[src/rtl/oled_pkg.sv]
// Shared definitions for the OLED SPI transmit path: serialiser state encoding,
// byte geometry, D/C flag values and default block parameters.
package oled_pkg;

  typedef enum logic [1:0] {
    ST_IDLE  = 2'd0,
    ST_SHIFT = 2'd1,
    ST_HOLD  = 2'd2,
    ST_GAP   = 2'd3
  } oled_state_e;

  localparam int   OLED_BYTE_BITS      = 8;
  localparam logic OLED_DC_CMD         = 1'b0;
  localparam logic OLED_DC_DATA        = 1'b1;
  localparam int   OLED_CLK_DIV_DEF    = 4;
  localparam int   OLED_FIFO_DEPTH_DEF = 8;

endpackage

[src/rtl/oled_byte_fifo.sv]
// Synchronous FIFO holding {dc, byte} entries; full/empty are registered from
// the next occupancy so they describe the FIFO at the start of each cycle.
module oled_byte_fifo #(
  parameter int DEPTH = 8,
  parameter int WIDTH = 9
) (
  input  logic             clk,
  input  logic             rst_n,
  input  logic             i_push,
  input  logic             i_pop,
  input  logic [WIDTH-1:0] i_data,
  output logic [WIDTH-1:0] o_data,
  output logic             o_full,
  output logic             o_empty
);

  localparam int PTR_W = $clog2(DEPTH);
  localparam int CNT_W = PTR_W + 1;

  logic [WIDTH-1:0] r_mem [DEPTH];
  logic [PTR_W-1:0] r_wr_ptr;
  logic [PTR_W-1:0] r_rd_ptr;
  logic [CNT_W-1:0] r_count;
  logic [CNT_W-1:0] w_count_nxt;
  logic             r_full;
  logic             r_empty;
  logic             w_push_ok;
  logic             w_pop_ok;

  // A push into a full FIFO is refused even when a pop frees a slot this cycle.
  assign w_push_ok = i_push && !r_full;
  assign w_pop_ok  = i_pop && !r_empty;

  always_comb begin
    w_count_nxt = r_count;
    case ({w_push_ok, w_pop_ok})
      2'b10:   w_count_nxt = r_count + 1'b1;
      2'b01:   w_count_nxt = r_count - 1'b1;
      default: w_count_nxt = r_count;
    endcase
  end

  always_ff @(posedge clk or negedge rst_n) begin
    if (!rst_n) begin
      r_wr_ptr <= '0;
      r_rd_ptr <= '0;
      r_count  <= '0;
      r_full   <= 1'b0;
      r_empty  <= 1'b1;
    end else begin
      if (w_push_ok) r_wr_ptr <= r_wr_ptr + 1'b1;
      if (w_pop_ok)  r_rd_ptr <= r_rd_ptr + 1'b1;
      r_count <= w_count_nxt;
      r_full  <= (w_count_nxt == CNT_W'(DEPTH));
      r_empty <= (w_count_nxt == '0);
    end
  end

  always_ff @(posedge clk) begin
    if (w_push_ok) r_mem[r_wr_ptr] <= i_data;
  end

  assign o_data  = r_mem[r_rd_ptr];
  assign o_full  = r_full;
  assign o_empty = r_empty;

endmodule

[src/rtl/oled_spi_writer.sv]
// Buffered byte transmitter for the OLED panel: SPI mode 0, MSB first, chip
// select framed per byte with the D/C line held for the byte in flight.
module oled_spi_writer
  import oled_pkg::*;
#(
  parameter int CLK_DIV    = OLED_CLK_DIV_DEF,
  parameter int FIFO_DEPTH = OLED_FIFO_DEPTH_DEF
) (
  input  logic       clk,
  input  logic       rst_n,
  input  logic [7:0] data_in,
  input  logic       dc_in,
  input  logic       write_enable,
  output logic       buffer_full,
  output logic       buffer_empty,
  output logic       busy,
  output logic       overflow,
  output logic       spi_cs,
  output logic       spi_clk,
  output logic       spi_mosi,
  output logic       oled_dc
);

  localparam int               CNT_W    = $clog2(CLK_DIV + 1);
  localparam logic [CNT_W-1:0] CNT_LAST = CNT_W'(CLK_DIV - 1);

  oled_state_e r_state, w_state_nxt;
  logic [CNT_W-1:0] r_cnt, w_cnt_nxt;
  logic [2:0]       r_bit, w_bit_nxt;
  logic [7:0]       r_shift, w_shift_nxt;
  logic             r_dc, w_dc_nxt;
  logic             r_cs, w_cs_nxt;
  logic             r_sclk, w_sclk_nxt;
  logic             r_overflow;
  logic             w_pop;
  logic             w_cnt_end;
  logic [8:0]       w_fifo_data;
  logic             w_full;
  logic             w_empty;

  oled_byte_fifo #(
    .DEPTH (FIFO_DEPTH),
    .WIDTH (9)
  ) u_fifo (
    .clk     (clk),
    .rst_n   (rst_n),
    .i_push  (write_enable),
    .i_pop   (w_pop),
    .i_data  ({dc_in, data_in}),
    .o_data  (w_fifo_data),
    .o_full  (w_full),
    .o_empty (w_empty)
  );

  assign w_cnt_end = (r_cnt == CNT_LAST);

  always_comb begin
    w_state_nxt = r_state;
    w_cnt_nxt   = r_cnt;
    w_bit_nxt   = r_bit;
    w_shift_nxt = r_shift;
    w_dc_nxt    = r_dc;
    w_cs_nxt    = r_cs;
    w_sclk_nxt  = r_sclk;
    w_pop       = 1'b0;
    case (r_state)
      ST_IDLE: begin
        if (!w_empty) begin
          w_pop       = 1'b1;
          w_shift_nxt = w_fifo_data[7:0];
          w_dc_nxt    = w_fifo_data[8];
          w_cs_nxt    = 1'b0;
          w_sclk_nxt  = 1'b0;
          w_bit_nxt   = 3'(OLED_BYTE_BITS - 1);
          w_cnt_nxt   = '0;
          w_state_nxt = ST_SHIFT;
        end
      end
      ST_SHIFT: begin
        w_cnt_nxt = r_cnt + 1'b1;
        if (w_cnt_end) begin
          w_cnt_nxt  = '0;
          w_sclk_nxt = !r_sclk;
          // MOSI advances on the falling SCLK edge, except after the last bit.
          if (r_sclk) begin
            if (r_bit == 3'd0) begin
              w_state_nxt = ST_HOLD;
            end else begin
              w_bit_nxt   = r_bit - 3'd1;
              w_shift_nxt = {r_shift[6:0], 1'b0};
            end
          end
        end
      end
      ST_HOLD: begin
        w_cnt_nxt = r_cnt + 1'b1;
        if (w_cnt_end) begin
          w_cnt_nxt   = '0;
          w_cs_nxt    = 1'b1;
          w_state_nxt = ST_GAP;
        end
      end
      ST_GAP: begin
        w_cnt_nxt = r_cnt + 1'b1;
        if (w_cnt_end) begin
          w_cnt_nxt   = '0;
          w_state_nxt = ST_IDLE;
        end
      end
      default: w_state_nxt = ST_IDLE;
    endcase
  end

  always_ff @(posedge clk or negedge rst_n) begin
    if (!rst_n) begin
      r_state <= ST_IDLE;
      r_cnt   <= '0;
      r_bit   <= '0;
      r_shift <= '0;
      r_dc    <= OLED_DC_CMD;
      r_cs    <= 1'b1;
      r_sclk  <= 1'b0;
    end else begin
      r_state <= w_state_nxt;
      r_cnt   <= w_cnt_nxt;
      r_bit   <= w_bit_nxt;
      r_shift <= w_shift_nxt;
      r_dc    <= w_dc_nxt;
      r_cs    <= w_cs_nxt;
      r_sclk  <= w_sclk_nxt;
    end
  end

  always_ff @(posedge clk or negedge rst_n) begin
    if (!rst_n)                        r_overflow <= 1'b0;
    else if (write_enable && w_full)   r_overflow <= 1'b1;
  end

  assign buffer_full  = w_full;
  assign buffer_empty = w_empty;
  assign busy         = !w_empty || (r_state != ST_IDLE);
  assign overflow     = r_overflow;
  assign spi_cs       = r_cs;
  assign spi_clk      = r_sclk;
  assign spi_mosi     = r_shift[7];
  assign oled_dc      = r_dc;

endmodule

[config.mk]
export PLATFORM = sky130hd
export DESIGN_NAME = oled_spi_writer
export DESIGN_NICKNAME = d
export VERILOG_FILES = /design/src/rtl/oled_pkg.sv /design/src/rtl/oled_byte_fifo.sv /design/src/rtl/oled_spi_writer.sv
export SDC_FILE = /design/constraint.sdc
export NUM_CORES = 1
export LEC_CHECK = 0
export ABC_AREA = 1
export ABC_CLOCK_PERIOD_IN_PS = 5900
export BUFFER_PORTS_ARGS = -buffer_cell sky130_fd_sc_hd__buf_2
export CAP_MARGIN = 20
export CORE_MARGIN = 5
export CORE_UTILIZATION = 40
export DETAILED_ROUTE_END_ITERATION = 16
export PLACE_DENSITY_LB_ADDON = 0.3
export SKIP_LAST_GASP = 1
export SLEW_MARGIN = 0
export SYNTH_ARGS = -nofsm -noshare
export SYNTH_HDL_FRONTEND = slang
export SYNTH_SLANG_ARGS = --single-unit
[constraint.sdc]
create_clock -name clk -period 5.9 [get_ports clk]
set_input_delay 1.77 -clock clk [delete_from_list [all_inputs] [get_ports clk]]
set_output_delay 1.77 -clock clk [all_outputs]
set_load 0.01 [all_outputs]
---- Word-level counts from Yosys, hierarchy flattened ----
Memories as Yosys holds them, arrays and structs flattened.
Index checks and enable logic that the tools add are counted.
cells by class
  multiply operators ...................... 0
  bitwise gates (word level) .............. 1
  add/sub/neg operators ................... 6
  reduce and logical (&&, ||, !) cells .... 19
  shift operators ......................... 0
  divide/modulo/power cells ............... 0
  muxes and demuxes ....................... 30
  equality and inequality tests ........... 14
  magnitude comparators ................... 0
operators with widths
  operator                                           count
  two-way mux 8 bit                                  4
  two-way mux 3 bit                                  6
  case mux 8 bit (2 select lines)                    1
  inequality test 2 bit (second input constant)      7
  two-way mux 2 bit                                  6
  case mux 3 bit (2 select lines)                    2
  adder 3 x 1 -> 3 bit (second input constant)       3
  case mux 2 bit (4 select lines)                    1
  case mux 4 bit (2 select lines)                    1
  two-way mux 1 bit                                  7
  == test 2 bit (second input constant)              3
  AND reduction 3 bit                                2
  AND reduction 6 bit                                1
  nonzero test 2 bit                                 3
  AND reduction 5 bit                                1
  adder 4 x 1 -> 4 bit (second input constant)       1
  == test 2 x 1 -> 1 bit (second input constant)     2
  == test 4 bit (second input constant)              1
  logical NOT 4 bit                                  1
  case mux 1 bit (2 select lines)                    2
  subtractor 4 x 1 -> 4 bit (second input constant)  1
  == test 3 x 2 -> 1 bit (second input constant)     1
  logical AND 1 bit                                  3
  logical NOT 1 bit                                  3
  other kinds (7)                                    7
storage, ports and cells
  input bits .............................. 12
  word-level logic and storage cells ...... 84
  bits in latches ......................... 0
  bits in registers ....................... 32
  output and inout bits ................... 8
  memory bits (writable) .................. 72
  memory bits (read-only) ................. 0
  memories kept ........................... 1
memory list
  memory        depth  bits a word  read ports  clocked after memory_dff  write ports  line                  source
  u_fifo.r_mem  8      9            1           0                         1            oled_byte_fifo.sv:20  logic [WIDTH-1:0] r_mem [DEPTH];

---- Logic depth before layout (Yosys ltp) ----
Gate-level depths: netlist (run 1).
  depth after elaboration ................. 6
  mapped depth ............................ 14
  gate-level depth less buffers ........... 14

---- Modules after synthesis ----
From an unflattened synthesis (run 1), not the netlist that was laid out.
unflattened totals
  cell total of the unflattened synthesis .. 432
  area, all modules ....................... 4594.4 um2
by module, submodules not included
  module           cells each  instances  area each (um2)
  oled_byte_fifo   289         1          3454.6
  oled_spi_writer  143         1          1139.8

---- Least setup slack after synthesis (run 1) ----
No wires, ideal clock.
  path type ............................... input to register
  from .................................... input port write_enable
  to ...................................... memory u_fifo.r_mem[4][0], enable pin
  path slack .............................. 2889 ps
  arrival ................................. 2637 ps
  data required time ...................... 5526 ps
  stages .................................. 3
  buffers on the path ..................... 0
  cell sequence ........................... nand2_1 -> or2_2 -> nor2_1
on the way
  cells in the longest elaborated chain, start to end .. 3
RTL lines
  element                                  line                   source
  start: declaration                       oled_spi_writer.sv:13  input logic write_enable,
  logical AND 1 bit                        oled_byte_fifo.sv:31   assign w_push_ok = i_push && !r_full;
  two-way mux 1 bit                        oled_byte_fifo.sv:60   if (w_push_ok) r_mem[r_wr_ptr] <= i_data;
  two-way mux 1 bit (implied by the code)  oled_byte_fifo.sv:60
  end: declaration                         oled_byte_fifo.sv:20
No other way between the ends.

---- Worst setup path after layout (run 1) ----
  from .................................... register r_state[0]
  to ...................................... output port busy
on the way
  cells in the longest elaborated chain, start to end .. 2
RTL lines
  element                   line                    source
  start: declaration        oled_spi_writer.sv:27   oled_state_e r_state, w_state_nxt;
  start signal: assignment  oled_spi_writer.sv:124  r_state <= w_state_nxt;
  nonzero test 2 bit        oled_spi_writer.sv:141  assign busy = !w_empty || (r_state != ST_IDLE);
  logical OR 1 bit          oled_spi_writer.sv:141
  end: declaration          oled_spi_writer.sv:16   output logic busy,
No other way between the ends.

==> results.tsv, run 1 <==
metric	value	unit
CTS buffer count	9	
Starting Density	40.8	%
largest net degree at the start of global routing	39	
Final Hold Vio Count	0	
synthesized cell area	4400	um2
R2R Path Start	r_state[0]$_DFFE_PN0P_	
Critical Path Source	r_state[0]$_DFFE_PN0P_	
Synth Area in Simple Gates	13.3	%
I/O pins	20	
Slew Viols, Final	0	
status	completed	
Total GRT Usage	14.9	%
Post-layout nets	428	
top-count cell post-synth	edfxtp_1	
hold_buf cts	0	
type of the worst setup path	flip-flop to output port	
leakage dissipation	1.82	nW
R2R Setup Slk	3.55	ns
setup violators final	0	
worst r2r dst	u_fifo.o_empty$_DFF_PN1_	
fraction of registers with async set/reset	30.8	%
vias	2881	
Die X	115	um
multi-input logic area	1260	um2
CTS resizes	0	
CTS root buf	clkbuf_8	
Syn Nets	409	
port bufs	19	
Synth Instances	385	
CTS tree	done	
ys flop type	edfxtp_1	
gr ovfl total	0	
Area contributors post-synth	edfxtp_1 49%, dfrtp_1 17%, o21ai_0 5.2%, nand2_1 4.8%, nor2_1 4.8%	
share of cells above drive strength 1	11.5	%
area growth from synthesis to layout	8.84	%
critical path required time	4.13	ns
Crit. End Element	output port	
Max VDD drop	185	uV
RSZ-0062 raised after global routing	no	
Avg Inst Size Synth	11.4	um2
Post-synth top cells	72 x edfxtp_1, 56 x nand2_1, 56 x nor2_1	
#FFs+latches synth	104	
Fillers	999	
Die ar.	13200	um2
register area	2970	um2
Hold Path Origin	overflow$_DFFE_PN0P_	
ANT cells	0	
Worst Tran Pin Value	0.777	ns
DP Area	4620	um2
Worst Reg-to-Reg Cells	13	
Die Ht	115	um
worst hold-check path type	flip-flop to flip-flop	
Detailed Place HPWL	6560	um
CP endpoint	busy	
Arrival @ worst endpoint	1.50	ns
Finished Cell Area	4790	um2
Crit Path Max Fanout	5	
Post-CTS Setup Inserts	0	
worst clock skew	0.00658	ns
Worst slew margin	48.0	%
main combinational cell family by area after synthesis	simple AND/OR/NAND/NOR gates	
Via density	5.25	
total power	1.57	mW
YS warnings	0	
setup TNS	0	ns
complex-gate fraction of the synthesized area	10.8	%
number of synthesized flops with an enable pin	72	
post-synthesis xor/xnor area fraction	1.19	%
Tcrit/Tclk final	55.4	%
fmax	306	MHz
post-synthesis mux area share	0	%
post-route ant nets	0	
Yosys top cell area share	49.1	%
first-pass GRT wire length	14600	um
total of max-cap violations	0	
drt pass-1 iters	5	
Seq/Total Area, Yosys	67.4	%
Core Area	10800	um2
power density over cell area	327	nW/um2
post-layout minimum cycle time	3.27	ns
Sink Count	104	
# DRC	0	
initial antenna violation count	0	
routed len/inst	17.3	um
Post-Route WL	9500	um
Placer Congestion	0.858	
H-tree levels	3	
Yosys top cell by area	edfxtp_1	
clk_lat worst skew	0.37	ns
Row Count	38	
Clock Tree Buf Depth	2	
Detailed Route Iter0 Violations	193	
number of global-route vias before repair	2886	
Synth cell types	31	
Adder-Cell Fraction of Synth Area	3.41	%
clk slew on worst S/H paths	0.09	ns
CP Launch Type	flip-flop	
[registers in the layout, indices dropped and copies added, names as in the netlist, 2 cells and up]
register	flops
u_fifo.r_mem	72
r_shift	8
u_fifo.r_count	4
r_bit	3
r_cnt	3
u_fifo.r_rd_ptr	3
u_fifo.r_wr_ptr	3
r_state	2
[stage by stage]
stage          hold WS [ns]  util, %  setup WS, ns  instances
2_1_floorplan         0.447        -          2.89        385
3_3_place_gp          0.435     42.8          2.59        533
3_5_place_dp          0.444     42.8          2.50        533
4_1_cts               0.464     44.4          2.61        549
5_1_grt               0.498     44.4          2.50        549
6_report              0.462     44.4          2.63        549
[logic make-up (layout without fill, tap and decap cells)]
family          count (synthesis)  after routing
compound gates                 79             79
xor+xnor                        6              6
simple gates                  141            141
buf+inv                        43             67
fa+ha+maj                      12             12
flops                         104            104
[cell usage in the layout (no fill, tap or decap), types with 9 or more instances in the layout]
cell type	synthesis	layout
buf_2	7	19
clkbuf_8	0	9
dfrtp_1	30	30
edfxtp_1	72	72
ha_1	12	12
inv_1	26	26
nand2_1	56	56
nand3_1	17	17
nor2_1	56	56
o21ai_0	46	46
o221ai_1	12	12
[routing by layer]
metal	global-route usage [%]	share of wire [%]	wire length, um	vias up
met1	17.9	41	3920	1396
met2	26.7	52	4930	92
met3	3.47	5.8	547	7
met5	0	0	0	-
met4	4.46	1.0	97	0
li1	-	-	-	1386
[worst max-delay path: stages, from the launching register on]
cell and delay (ns):
dfrtp_1 0.41, inv_1 0.13, ha_1 0.25, nand2_1 0.16
buf_2 0.17
[worst min-delay path by stage]
stage                                 endpoint  depth (start not counted)  slack (ns)
after CTS                 overflow$_DFFE_PN0P_                          1        0.46
after floorplan           r_cnt[0]$_DFFE_PN0N_                          1        0.45
final                     overflow$_DFFE_PN0P_                          1        0.46
after detailed placement  overflow$_DFFE_PN0P_                          1        0.44
after global placement    overflow$_DFFE_PN0P_                          1        0.43
after global routing      overflow$_DFFE_PN0P_                          1        0.50
[final cells by class]
| cell class | count | area share (%) |
|---|---|---|
| inverter | 31 | 2.46 |
| clock buffer | 10 | 2.66 |
| tap | 140 | 3.66 |
| sequential | 104 | 61.9 |
| clock inverter | 6 | 0.784 |
| timing repair buffer | 20 | 2.14 |
| multi-input combinational | 238 | 26.4 |
[power by group]
part	internal [mW]	leakage [nW]	switching (mW)
sequential	0.896	1.05	0.0437
combinational	0.0746	0.691	0.165
clock	0.151	0.0759	0.236
total	1.12	1.82	0.445
No activity file was read; power rests on OpenSTA's default activity.
==> run 2, diff against run 1 <==
--- a/config.mk
+++ b/config.mk
@@ -6,7 +6,7 @@
 export NUM_CORES = 1
 export LEC_CHECK = 0
 export ABC_AREA = 1
-export ABC_CLOCK_PERIOD_IN_PS = 5900
+export ABC_CLOCK_PERIOD_IN_PS = 3160
 export BUFFER_PORTS_ARGS = -buffer_cell sky130_fd_sc_hd__buf_2
 export CAP_MARGIN = 20
 export CORE_MARGIN = 5
==> constraint.sdc (replaced) <==
create_clock -name clk -period 3.16 [get_ports clk]
set_input_delay 0.948 -clock clk [delete_from_list [all_inputs] [get_ports clk]]
set_output_delay 0.948 -clock clk [all_outputs]
set_load 0.01 [all_outputs]
==> run 2 against run 1 <==
Effect of this change:
- critical path depth is the same
- worst setup slack got worse by 1.9 ns
- final cell count up 1.8%
- via count up 0.76%
- sequential share of layout area shrank 1.3 points
- final area grew 2.2%
- worst hold slack gained 0.010 ns
- flip-flop and latch count unchanged
- register-to-register slack worse by 2.7 ns
- clock power increased by 110%
- first-iteration DRC count rose by 9.3%
- die area unchanged
- highest routed layer unchanged
==> results.tsv, run 2 (synthesized netlist as in run 1, its figures left out) <==
metric	value	unit
Fillers	1011	
clk slew on worst S/H paths	0.09	ns
first-pass GRT wire length	14700	um
Worst slew margin	53.6	%
CTS tree	done	
CP endpoint	busy	
area growth from synthesis to layout	11.2	%
Critical Path Source	r_state[0]$_DFFE_PN0P_	
Row Count	38	
Largest Register	u_fifo.r_mem	
fmax	417	MHz
leakage dissipation	1.89	nW
total power	3.04	mW
initial antenna violation count	0	
routed len/inst	16.5	um
most common cell after layout, fill and taps aside	edfxtp_1	
Final Hold Vio Count	0	
Starting Density	40.8	%
post-route ant nets	0	
Sink Count	104	
hold slack final	0.472	ns
Worst Reg-to-Reg Cells	13	
Arrival @ worst endpoint	1.45	ns
R2R Path Start	r_state[0]$_DFFE_PN0P_	
setup TNS	0	ns
H-tree levels	3	
largest net degree at the start of global routing	38	
Post-Route WL	9230	um
total of max-cap violations	0	
critical path required time	2.21	ns
Die Ht	115	um
status	completed	
GRT Max-Usage Layer	met2	
Via density	5.19	
CTS root buf	clkbuf_8	
share of cells above drive strength 1	13.8	%
CP Launch Type	flip-flop	
post-layout minimum cycle time	2.40	ns
I/O pins	20	
register area	2970	um2
crit path max-delay cell type	dfrtp_1	
R2R Setup Slk	0.83	ns
drt pass-1 iters	4	
clk_lat worst skew	0.38	ns
Post-layout nets	439	
worst clock skew	0.0128	ns
Die X	115	um
M1 GR Usage	18.9	%
number of global-route vias before repair	2818	
gr ovfl total	0	
Total GRT Usage	14.7	%
power density over cell area	621	nW/um2
Core Area	10800	um2
Die ar.	13200	um2
worst r2r dst	u_fifo.o_empty$_DFF_PN1_	
Post-CTS Setup Inserts	0	
cell breakdown of the critical path	inv_1 -> ha_1 -> nand2_1 -> buf_2	
setup violators final	0	
type of the worst setup path	flip-flop to output port	
Slew Viols, Final	0	
worst hold-check path type	flip-flop to flip-flop	
port bufs	19	
met3 Use GR	4.21	%
CTS buffer count	9	
Tcrit/Tclk final	76.0	%
Crit Path Max Fanout	5	
Detailed Place HPWL	6050	um
Clock Tree Buf Depth	2	
Placer Congestion	0.822	
vias	2903	
Max VDD drop	356	uV
most frequent cells in the layout	72 x edfxtp_1, 56 x nand2_1, 56 x nor2_1, 46 x o21ai_0, 30 x dfrtp_1	
CTS resizes	0	
RSZ-0062 raised after global routing	no	
Global Route met2 Usage	24.3	%
multi-input logic area	1260	um2
Largest register FFs	72	
# DRC	0	
hold_buf cts	0	
Worst Tran Pin Value	0.696	ns
Crit. End Element	output port	
Detailed Route Iter0 Violations	211	
ANT cells	0	
CP peak stage delay	0.41	ns
biggest registers after layout	u_fifo.r_mem x72, r_shift x8, u_fifo.r_count x4	
-- run 2: changes by cell type in the layout (fill, tap and decap cells not counted) --
| cell | change |
|---|---|
| bufinv_16 | +1 |
| buf_4 | +11 |
| clkinvlp_2 | -1 |
| clkinv_1 | -1 |
-- run 2: how the worst min path moves through the flow --
stage                               from  slack (ns)  cells past startpoint                    to
floorplan           r_cnt[0]$_DFFE_PN0N_        0.45                      1  r_cnt[0]$_DFFE_PN0N_
global placement    overflow$_DFFE_PN0P_        0.44                      1  overflow$_DFFE_PN0P_
detailed placement  overflow$_DFFE_PN0P_        0.47                      1  overflow$_DFFE_PN0P_
CTS                   spi_cs$_DFFE_PN1P_        0.48                      2    spi_cs$_DFFE_PN1P_
global route        r_cnt[0]$_DFFE_PN0N_        0.51                      1  r_cnt[0]$_DFFE_PN0N_
finish              overflow$_DFFE_PN0P_        0.47                      1  overflow$_DFFE_PN0P_
-- run 2: per-layer routing --
metal | part of all wire [%] | vias to the layer above
met5 | 0 | -
met4 | 1.5 | 0
met3 | 4.7 | 14
met2 | 49 | 62
met1 | 45 | 1415
li1 | - | 1412
-- run 2: critical path: cells and delay by family, from the launching register on --
family | cells | cell delay, ns
fa+ha+maj | 1 | 0.24
flops | 1 | 0.41
simple gates | 1 | 0.14
buf+inv | 2 | 0.30
-- run 2: final cells by class --
class / instances / area share (%)
clock inverters: 5 / 1.20
multi-input cells: 238 / 25.8
flip-flops and latches: 104 / 60.6
repair buffers: 31 / 3.78
clock buffers: 10 / 2.61
well taps: 140 / 3.58
inverters: 31 / 2.40
-- run 2: where the power goes --
| part | leakage, nW | switching, mW | internal (mW) |
|---|---|---|---|
| Combinational | 0.750 | 0.314 | 0.173 |
| Clock | 0.0883 | 0.438 | 0.362 |
| Sequential | 1.05 | 0.0853 | 1.67 |
-- run 2: metrics by stage --
stage / utilization [%] / setup WS, ns / cell area (um2) / cells
6_report: 45.3 / 0.760 / 4890 / 559
5_1_grt: 45.3 / 0.547 / 4890 / 559
4_1_cts: 45.3 / 0.726 / 4890 / 559
3_5_place_dp: 43.6 / 0.767 / 4710 / 544
3_3_place_gp: 43.6 / 0.803 / 4710 / 544
2_1_floorplan: - / 0.971 / 4400 / 385
==> run 3, diff against run 2 <==
--- a/config.mk
+++ b/config.mk
@@ -5,8 +5,8 @@
 export SDC_FILE = /design/constraint.sdc
 export NUM_CORES = 1
 export LEC_CHECK = 0
-export ABC_AREA = 1
-export ABC_CLOCK_PERIOD_IN_PS = 3160
+export ABC_AREA = 0
+export ABC_CLOCK_PERIOD_IN_PS = 2100
 export BUFFER_PORTS_ARGS = -buffer_cell sky130_fd_sc_hd__buf_2
 export CAP_MARGIN = 20
 export CORE_MARGIN = 5
==> constraint.sdc (replaced) <==
create_clock -name clk -period 2.1 [get_ports clk]
set_input_delay 0.63 -clock clk [delete_from_list [all_inputs] [get_ports clk]]
set_output_delay 0.63 -clock clk [all_outputs]
set_load 0.01 [all_outputs]
==> run 3 against run 2 <==
Effect of this change:
- wire length is 16% lower
- utilization rose by 1.5 points
- count of clock-buffer cells in the layout down 1
- final area grew 2.9%
==> results.tsv, run 3 <==
metric	value	unit
power density over cell area	922	nW/um2
#FFs+latches synth	104	
Post-Route WL	7710	um
Yosys top cell area share	49.5	%
Tcrit/Tclk final	98.8	%
vias	2412	
crit path max-delay cell type	dfrtp_1	
I/O pins	20	
Cells after DPL	450	
post-route ant nets	0	
CTS root buf	clkbuf_8	
Post-synth top cells	72 x edfxtp_1, 35 x nand2_1, 30 x dfrtp_1	
# DRC	0	
Core Area	10700	um2
Synth Instances	280	
Post-layout nets	351	
number of global-route vias before repair	2495	
ANT cells	0	
setup violators final	0	
clk_lat worst skew	0.37	ns
Die ar.	13100	um2
Final WS setup	0.0250	ns
Critical Path Source	r_state[1]$_DFFE_PN0P_	
leakage dissipation	1.92	nW
Final Hold Vio Count	0	
hold_buf cts	0	
Syn Nets	304	
Detailed Place HPWL	5100	um
CP peak stage delay	0.40	ns
R2R Setup Slk	0.03	ns
Arrival @ worst endpoint	1.44	ns
CP Launch Type	flip-flop	
Clock Tree Buf Depth	2	
setup TNS	0	ns
number of synthesized flops with an enable pin	72	
fmax	482	MHz
routed len/inst	16.3	um
CTS tree	done	
hold slack final	0.307	ns
Adder-Cell Fraction of Synth Area	3.44	%
Worst Path Buf+Inv	3	
DP Area	4760	um2
Fillers	961	
Area contributors post-synth	edfxtp_1 50%, dfrtp_1 17%, mux4_2 9.3%, ha_1 3.4%, nand2_1 3.0%	
area growth from synthesis to layout	15.3	%
Worst slew margin	52.1	%
most common cell after layout, fill and taps aside	edfxtp_1	
register area	2970	um2
dpl ws	-0.122	ns
Seq/Total Area, Yosys	67.9	%
Starting Density	40.6	%
most frequent cells in the layout	72 x edfxtp_1, 33 x nand2_1, 30 x dfrtp_1, 28 x buf_4, 19 x buf_2	
Finished Cell Area	5030	um2
top-count cell post-synth	edfxtp_1	
largest net degree at the start of global routing	33	
main combinational cell family by area after synthesis	multiplexers	
share of cells above drive strength 1	31.3	%
post-synthesis xor/xnor area fraction	1.40	%
Avg Inst Size Synth	15.6	um2
Row Count	38	
R2R Path Start	r_state[1]$_DFFE_PN0P_	
total of max-cap violations	0	
initial antenna violation count	0	
Crit Path Max Fanout	8	
post-layout minimum cycle time	2.07	ns
status	completed	
RSZ-0062 raised after global routing	yes	
Worst Tran Pin Value	0.718	ns
biggest registers after layout	u_fifo.r_mem x72, r_shift x8, u_fifo.r_count x4	
Yosys top cell by area	edfxtp_1	
Synth Area in Simple Gates	7.85	%
Largest Register	u_fifo.r_mem	
YS warnings	0	
drt pass-1 iters	4	
complex-gate fraction of the synthesized area	4.41	%
cell breakdown of the critical path	inv_2 -> ha_4 -> buf_4 -> nand2_2 -> buf_2	
multi-input logic area	1360	um2
Crit. End Element	output port	
Total GRT Usage	12.6	%
Detailed Route Iter0 Violations	98	
delay-heaviest family, CP	flip-flops	
Slew Viols, Final	0	
Die X	114	um
ys flop type	edfxtp_1	
worst clock skew	0.00994	ns
gr ovfl total	0	
clk slew on worst S/H paths	0.11	ns
worst hold-check path type	primary input to async pin	
type of the worst setup path	flip-flop to output port	
Die Ht	114	um
Via density	5.11	
post-synthesis mux area share	12.6	%
synthesized cell area	4370	um2
first-pass GRT wire length	12800	um
Synth cell types	35	
Post-Layout Cell Count	472	
fraction of registers with async set/reset	30.8	%
Largest register FFs	72	
H-tree levels	3	
CTS buffer count	9	
Max VDD drop	436	uV
Placer Congestion	0.758	
port bufs	19	
Sink Count	104	
critical path required time	1.47	ns
-- run 3: cell count changes after synthesis, sizes merged, moves of 6 or more --
cell,before,now
mux2i,0,11
inv,29,9
nand3,17,4
nand2,57,35
o21ai,48,7
nand2b,0,6
mux4,0,18
nand4,7,1
nor2,57,18
-- run 3: metal layers --
metal	GRT usage, %	up-vias	part of all wire [%]
met1	16.2	1220	44
met4	3.09	0	0.89
met3	3.75	4	4.4
li1	-	1143	-
met5	0	-	0
met2	21.1	45	50
-- run 3: logic make-up (layout without fill, tap and decap cells) --
group,Yosys count,count (layout)
flip-flops,104,104
AND/OR/NAND/NOR,76,76
multiplexers,32,32
adder cells (fa/ha/maj),12,12
XOR/XNOR,7,7
AO/OA/AOI/OAI,28,28
buffers and inverters,21,73
-- run 3: report_power, final --
part	internal, mW	switching (mW)	total (mW)
clock	0.467	0.745	1.21
sequential	2.51	0.151	2.67
combinational	0.349	0.415	0.764
-- run 3: area by class of cell --
| class | count | share of cell area, % |
|---|---|---|
| repair buffers | 47 | 6.06 |
| inverters | 10 | 0.845 |
| well taps | 140 | 3.48 |
| flip-flops and latches | 104 | 58.9 |
| clock inverters | 7 | 1.32 |
| clock buffers | 9 | 2.46 |
| multi-input cells | 155 | 26.9 |
-- run 3: worst paths after layout --
| path | to | cells past startpoint |
|---|---|---|
| min in group clk | overflow$_DFFE_PN0P_ | 1 |
| max in group asynchronous | u_fifo.r_wr_ptr[2]$_DFFE_PN0P_ | 1 |
| min | spi_clk$_DFFE_PN0P_ | 1 |
| max | busy | 5 |
| max reg2reg | u_fifo.o_full$_DFF_PN0_ | 12 |
| min reg2reg | overflow$_DFFE_PN0P_ | 1 |
-- run 3: repair_timing --
| action | 4_1_cts | 5_1_grt |
|---|---|---|
| resized for setup | 3 | 9 |
| setup buffers | 0 | 6 |
| pin swaps | 1 | 10 |
| endpoints found under the setup margin | 3 | 4 |
| cloned | 0 | 0 |
-- run 3: metrics by stage --
step                util [%]  total power, mW
floorplan                  -             3.15
global placement        44.3             3.43
detailed placement      44.3             3.45
CTS                     46.1             4.67
global route            46.9             4.89
finish                  46.9             4.64
